`src/rtl/edge_det_pkg.sv`:
```
// Shared types for the multi-channel edge detector: the per-channel detect mode
// and the rule that turns a rise/fall observation into an event.
package edge_det_pkg;

  typedef enum logic [1:0] {
    EDGE_OFF  = 2'b00,
    EDGE_RISE = 2'b01,
    EDGE_FALL = 2'b10,
    EDGE_BOTH = 2'b11
  } edge_mode_t;

  function automatic logic edge_hit(edge_mode_t m, logic rise, logic fall);
    return ((m == EDGE_RISE || m == EDGE_BOTH) && rise) ||
           ((m == EDGE_FALL || m == EDGE_BOTH) && fall);
  endfunction

endpackage

```
`src/rtl/edge_det_channel.sv`:
```
// One detector channel: optional synchroniser, previous-sample flop, event decode,
// retriggerable pulse stretcher, sticky flag and saturating event counter.
module edge_det_channel
  import edge_det_pkg::*;
#(
  parameter int SYNC_STAGES = 2,
  parameter int PULSE_LEN   = 1,
  parameter int CNT_W       = 8
) (
  input  logic             clk,
  input  logic             reset,
  input  logic             din,
  input  edge_mode_t       mode,
  input  logic             clr,
  input  logic             cnt_clr,
  output logic             dout,
  output logic             sticky,
  output logic [CNT_W-1:0] cnt
);

  localparam int ST_W = $clog2(PULSE_LEN + 1);
  localparam logic [ST_W-1:0] ST_LOAD = ST_W'(PULSE_LEN - 1);

  logic            s;
  logic            prev_q;
  logic            rise;
  logic            fall;
  logic            hit;
  logic [ST_W-1:0] stretch_q;

  generate
    if (SYNC_STAGES == 0) begin : g_nosync
      assign s = din;
    end else begin : g_sync
      logic [SYNC_STAGES-1:0] sync_q;

      always_ff @(posedge clk or posedge reset) begin
        if (reset) begin
          sync_q <= '0;
        end else begin
          sync_q[0] <= din;
          for (int i = 1; i < SYNC_STAGES; i++) sync_q[i] <= sync_q[i-1];
        end
      end

      assign s = sync_q[SYNC_STAGES-1];
    end
  endgenerate

  assign rise = s & ~prev_q;
  assign fall = ~s & prev_q;
  assign hit  = edge_hit(mode, rise, fall);

  // NOTE: non-blocking assignments so every flop here samples pre-edge values,
  // which is what makes prev_q a true one-cycle delay of s.
  always_ff @(posedge clk or posedge reset) begin
    if (reset) begin
      prev_q    <= 1'b0;
      dout      <= 1'b0;
      stretch_q <= '0;
      sticky    <= 1'b0;
      cnt       <= '0;
    end else begin
      prev_q <= s;

      // A new event reloads the stretch, so retriggers never open a gap.
      if (hit) begin
        dout      <= 1'b1;
        stretch_q <= ST_LOAD;
      end else if (stretch_q != '0) begin
        stretch_q <= stretch_q - ST_W'(1);
      end else begin
        dout <= 1'b0;
      end

      if (hit)      sticky <= 1'b1;
      else if (clr) sticky <= 1'b0;

      if (cnt_clr)               cnt <= hit ? CNT_W'(1) : '0;
      else if (hit && cnt != '1) cnt <= cnt + CNT_W'(1);
    end
  end

endmodule

```
`src/rtl/multi_edge_detector.sv`:
```
// Multi-channel edge detector: WIDTH independent channels, each with its own
// mode, sticky flag and saturating counter; outputs are all registered.
module multi_edge_detector
  import edge_det_pkg::*;
#(
  parameter int WIDTH       = 8,
  parameter int SYNC_STAGES = 2,
  parameter int PULSE_LEN   = 1,
  parameter int CNT_W       = 8
) (
  input  logic                   clk,
  input  logic                   reset,
  input  logic [WIDTH-1:0]       din,
  input  logic [2*WIDTH-1:0]     mode,
  input  logic [WIDTH-1:0]       clr,
  input  logic                   cnt_clr,
  output logic [WIDTH-1:0]       dout,
  output logic [WIDTH-1:0]       sticky,
  output logic [WIDTH*CNT_W-1:0] cnt
);

  if (WIDTH < 1) begin : g_bad_width
    $error("multi_edge_detector: WIDTH must be >= 1");
  end
  if (SYNC_STAGES < 0) begin : g_bad_sync
    $error("multi_edge_detector: SYNC_STAGES must be >= 0");
  end
  if (PULSE_LEN < 1) begin : g_bad_pulse
    $error("multi_edge_detector: PULSE_LEN must be >= 1");
  end
  if (CNT_W < 1) begin : g_bad_cnt
    $error("multi_edge_detector: CNT_W must be >= 1");
  end

  for (genvar ch = 0; ch < WIDTH; ch++) begin : g_ch
    edge_det_channel #(
      .SYNC_STAGES(SYNC_STAGES),
      .PULSE_LEN  (PULSE_LEN),
      .CNT_W      (CNT_W)
    ) u_ch (
      .clk    (clk),
      .reset  (reset),
      .din    (din[ch]),
      .mode   (edge_mode_t'(mode[2*ch +: 2])),
      .clr    (clr[ch]),
      .cnt_clr(cnt_clr),
      .dout   (dout[ch]),
      .sticky (sticky[ch]),
      .cnt    (cnt[CNT_W*ch +: CNT_W])
    );
  end

endmodule
```
`config.mk`:
```
export PLATFORM = sky130hd
export DESIGN_NAME = multi_edge_detector
export DESIGN_NICKNAME = d
export VERILOG_FILES = /design/src/rtl/edge_det_pkg.sv /design/src/rtl/edge_det_channel.sv /design/src/rtl/multi_edge_detector.sv
export SDC_FILE = /design/constraint.sdc
export NUM_CORES = 1
export LEC_CHECK = 0
export ABC_AREA = 1
export CAP_MARGIN = 20
export CORE_MARGIN = 2
export CORE_UTILIZATION = 61
export DETAILED_ROUTE_END_ITERATION = 10
export DONT_BUFFER_PORTS = 1
export PLACE_DENSITY_LB_ADDON = 0.08
export SYNTH_ARGS = -nofsm -noshare
export SYNTH_HDL_FRONTEND = slang
export SYNTH_HIERARCHICAL = 1
export SYNTH_SLANG_ARGS = --single-unit
export TNS_END_PERCENT = 100
```
`constraint.sdc`:
```
create_clock -name clk -period 1.85 [get_ports clk]
set_clock_uncertainty 0.1 [all_clocks]
set_input_delay 0.4625 -clock clk [delete_from_list [all_inputs] [get_ports clk]]
set_output_delay 0.4625 -clock clk [all_outputs]
set_load 0.05 [all_outputs]
```
==> After elaboration in Yosys (flattened, before gate mapping) <==
Index checks and enable logic that the tools add are counted.
{ "classes": {"n_mux": 72, "addsub": 16, "reduce_logical": 64, "eq_ne": 40, "bitwise": 32} }
{ "ops": {"columns": ["operator", "count"], "rows": [
  ["2-to-1 mux 8 bit", 16],
  ["adder 8 x 1 -> 8 bit (second input constant)", 8],
  ["inequality test 8 bit (second input constant)", 8],
  ["2-to-1 mux 1 bit", 56],
  ["equality test 2 bit (second input constant)", 16],
  ["nonzero test 2 bit", 16],
  ["logical AND 1 bit", 24],
  ["logical OR 1 bit", 24],
  ["AND 1 bit", 16],
  ["equality test 2 x 1 -> 1 bit (second input constant)", 8],
  ["inequality test 2 x 1 -> 1 bit (second input constant)", 8],
  ["inverter 1 bit", 16],
  ["subtractor 1 bit (second input constant)", 8]
]} }
{ "word_totals": {"reg_bits": 112, "input_bits": 35, "output_inout_bits": 80} }

==> Depth between registers and ports, before layout <==
{ "depth": {"depth_word": 7, "depth_mapped": 9} }

==> By module <==
The synthesis kept the hierarchy.
{ "by_module_without_submodules": {"columns": ["mod", "cells_per_inst", "area_each_um2", "seq_area_each_um2", "n_inst"], "rows": [
  ["edge_det_channel", 79, 681.9, 325.3, 8]
]} }

==> Worst setup path after synthesis <==
OpenSTA, ideal clock, no wires.
{ "synth_path": {"kind": "register to register", "startpoint": "register g_ch[0].u_ch.cnt[0]", "endpoint": "register g_ch[0].u_ch.cnt[3]", "setup_ps": 119, "path_stages_with_launch": 9, "path_slack_ps": 172, "arrival_time_ps": 1459, "synth_period_minus_slack_ps": 1678, "n_path_buf": 0, "cell_sequence": "dfrtp_1 -> ha_1 -> nand2_2 -> nor2_4 -> nand2_4 -> nand2_8 -> nand2_4 -> nand2_1 -> nand2_1"} }
{ "synth_via": {"elab_chain_len": 3, "elab_cells_between_ends": 6, "classes_between": "add/sub (1); eq/ne (1); mux (2); reduce/logical (2)"} }
{ "synth_rtl": {"columns": ["element", "line_no", "source"], "rows": [
  ["start, declared", "edge_det_channel.sv:18", "output logic [CNT_W-1:0] cnt"],
  ["start signal, assigned", "edge_det_channel.sv:79", "if (cnt_clr) cnt <= hit ? CNT_W'(1) : '0;"],
  ["start signal, assigned", "edge_det_channel.sv:80", "else if (hit && cnt != '1) cnt <= cnt + CNT_W'(1);"],
  ["adder 8 x 1 -> 8 bit or inequality test 8 bit (tied branches)", "edge_det_channel.sv:80", null],
  ["2-to-1 mux 8 bit or logical AND 1 bit (tied branches)", "edge_det_channel.sv:80", null],
  ["2-to-1 mux 8 bit or nonzero test 2 bit (tied branches)", null, null]
]} }
Parallel ways exist; a longest one is shown, timed or not. The select of a mux whose other input is x is not followed.
A chain may end at the register's enable or synchronous reset.

==> Worst setup path after layout <==
{ "layout_path": {"startpoint": "register g_ch[2].u_ch.cnt[3]", "endpoint": "output cnt[19]"} }
{ "layout_lines": {"columns": ["element", "line_no", "source"], "rows": [
  ["start, declared", "edge_det_channel.sv:18", null],
  ["start signal, assigned", "edge_det_channel.sv:79", null],
  ["start signal, assigned", "edge_det_channel.sv:80", null],
  ["end, declared", "multi_edge_detector.sv:19", "output logic [WIDTH*CNT_W-1:0] cnt"]
]} }
No word-level cell between the ends.

==> flow_summary_export.csv <==
group,metric,value,unit
power_and_ir_drop,switching_power,1.39,mW
power_and_ir_drop,p_per_area,739,mW/mm^2
clocking,clockBufferDepth,2,
clocking,cts_sinks,104,
setup_path,slowest_stage,"dfrtp_1",
finish,final_core_util,0.726,
floorplanning,coreArea,0.00868,mm^2
setup_path,reg2reg_to,"g_ch[6].u_ch/cnt[1]",
setup_path,worst-path-buf-inv,1,
sta,hold_viol,0,
floorplanning,initial_core_util,0.629,
setup_path,rrSetupSlack,0.34,ns
synthesis,yosysMostFrequentCell,"nand2_1",
clocking,cts_setup_buffers,0,
floorplanning,rows,34,
synthesis,ys_warn_count,6,
synthesis,synthArstFlopShare,1.00,
sta,rsz0062_at_grt,"no",
sta,slew_headroom,0.642,
sta,fin_crit_sh,0.900,
finish,nFillCells,687,
power_and_ir_drop,leakage,3.50,nW
place,port_buffers,0,
setup_path,cp.arrival,1.10,ns
clocking,clk_pin_slew,0.10,ns
setup_path,reg2reg_depth,8,
sta,slew_violations,0,
synthesis,syn_area,0.00546,mm^2
route,antenna_left,0,
route,vias,4392,
setup_path,r2r_start,"g_ch[6].u_ch/cnt[0]",
sta,fin_setup_tns,0,ns
synthesis,synthFlopType,"dfrtp_1",
clocking,cts_root_buf,"clkbuf_8",
power_and_ir_drop,internal-power,3.27,mW
synthesis,netlist_top_cells_area,"dfrtp_1, nand2_1, nand3_1",
sta,setup_viol,0,
global_route,grt_pass1_wl,19600,um
power_and_ir_drop,power,4.65,mW
finish,fin_nets,753,
hold_path,hold_depth,0,
global_route,first_global_vias,4347,
run_status,status,"completed",
synthesis,syn-num-nets,675,
global_route,grtUsageTotal,0.243,
global_route,grt_max_degree,49,
global_route,antenna_found_initial,1,
synthesis,synth_commonest_cells,"nand2_1, dfrtp_1, nand3_1",
hold_path,holdPathEnd,"g_ch[0].u_ch/g_sync.sync_q[0]",
clocking,cts_tree,"built",
route,drt-total-wl,11500,um
finish,drive_gt1_frac,0.232,
setup_path,required,1.29,ns
power_and_ir_drop,seq_power_share,0.554,
power_and_ir_drop,clkPwrFrac,0.305,
power_and_ir_drop,ir_drop,0.419,mV
synthesis,synth.top_cell.area_share,0.477,
place,dpl.hpwl,8470,um
synthesis,synth_edf_count,0,
sta,worst_slew_pin_slew,0.537,ns
setup_path,worstPathCellList,"buf_4",
floorplanning,dieArea,0.00972,mm^2
setup_path,worstPathMaxFanout,6,
setup_path,startpoint_type,"flop",
floorplanning,die_x,98.6,um
floorplanning,die_y,98.6,um
floorplanning,io_pins,115,
hold_path,min_from,"din[0]",
clocking,numCtsBuffers,9,
finish,syn_to_final_growth,15.5,%
route,post_drt_wl_per_cell,13.9,um
route,drc,0,
synthesis,ys_types,16,
setup_path,end_kind,"output port",
place,gp_congestion,0.920,
synthesis,yosysTopAreaCell,"dfrtp_1",
flow_run,cap_violations,0,
power_and_ir_drop,power_frac_comb,0.141,
route,first_iter_violations,185,
clocking,clock_latency,0.36,ns
synthesis,syn-instance-count,632,
power_and_ir_drop,swShare,0.298,
route,first_pass_iters,5,
setup_path,max_stage_delay,0.50,ns
global_route,overflow,0,
clocking,h-tree-depth,3,
sta,max_clock_freq,0.601,GHz
route,viasPerCell,5.33,
setup_path,path_delay_family,"flip-flops",
synthesis,ys_ff_latch,104,
sta,fin_crit,1.66,ns
synthesis,avgSynthCellArea,8.63,um^2
setup_path,crit_type,"reg -> out",
hold_path,min_path_type,"in -> reg",
synthesis,seq_area_frac_synth,0.477,
## sequential cells by signal, summed over array words and instances (netlist names)
register	cells
g_ch.u_ch/cnt	64
g_ch.u_ch/dout	8
g_ch.u_ch/g_sync.sync_q	16
g_ch.u_ch/prev_q	8
g_ch.u_ch/sticky	8
## area by class of cell
cell class                      count  area [um^2]  area share
Sequential cell                   104         2600       0.413
Clock buffer                       13          159      0.0252
Multi-Input combinational cell    448         2550       0.405
Inverter                           80          300      0.0476
Timing Repair Buffer               67          510      0.0810
Tap cell                          108          135      0.0214
Clock inverter                      3         40.0     0.00635
Antenna cell                        1         2.50    0.000397
## repair_timing
item / in CTS / in global routing
setup endpoints to repair: 0 / 0
endpoints found under the hold margin: 104 / 2
hold buffers: 1 / 2
resized for setup: 0 / 0
## power by group through the flow
| stage | clock (mW) | combinational [mW] | sequential, mW |
|---|---|---|---|
| final | 1.42 | 0.656 | 2.58 |
| after global routing | 1.55 | 0.717 | 2.59 |
| after CTS | 1.47 | 0.660 | 2.58 |
| after detailed placement | 0 | 0.652 | 2.62 |
| after global placement | 0 | 0.634 | 2.62 |
| after floorplan | 0 | 0.306 | 2.78 |
## metrics by stage
step | setup WS (ns) | cells | hold slack [ns] | cell area [um^2]
detailed placement | 0.377 | 804 | 0.236 | 6070
floorplan | 0.172 | 632 | 0.231 | 5460
CTS | 0.176 | 821 | 0.00865 | 6280
global placement | 0.418 | 804 | 0.233 | 6070
finish | 0.186 | 824 | 0.0218 | 6300
global route | 0.151 | 824 | 0.00235 | 6300
## cell usage in the layout, fill, tap and decap left out, types with 24 or more instances in the layout
master,n
buf_4,64
dfrtp_1,104
inv_1,72
nand2_1,144
nand2_2,32
nand3_1,104
nor2_1,56
xor2_1,24
## per-layer routing
metal	wire (um)	GRT usage
met1	4960	0.310
met2	5680	0.417
met3	720	0.0617
met4	107	0.0643
met5	0	0
## kinds of logic (layout without fill, tap and decap cells)
logic type               count (synthesis)  after routing  synth area share
AND/OR/NAND/NOR                        400            400             0.389
flip-flops                             104            104             0.477
buffers and inverters                   80            163            0.0550
XOR/XNOR                                24             24            0.0385
AO/OA/AOI/OAI                           16             16            0.0220
adder cells (fa/ha/maj)                  8              8            0.0183
other                                    0              1                 0
## worst max path at each step
stage / start / end / slack [ns] / depth (start not counted)
4_1_cts: g_ch[0].u_ch/cnt[3] / cnt[3] / 0.18 / 1
3_3_place_gp: g_ch[6].u_ch/cnt[0] / g_ch[6].u_ch/cnt[5] / 0.42 / 8
3_5_place_dp: g_ch[6].u_ch/cnt[0] / g_ch[6].u_ch/cnt[6] / 0.38 / 8
5_1_grt: g_ch[7].u_ch/cnt[3] / cnt[59] / 0.15 / 1
2_1_floorplan: g_ch[0].u_ch/cnt[0] / g_ch[0].u_ch/cnt[3] / 0.17 / 8
6_report: g_ch[2].u_ch/cnt[3] / cnt[19] / 0.19 / 1
Power figures use the tool's default switching activity.
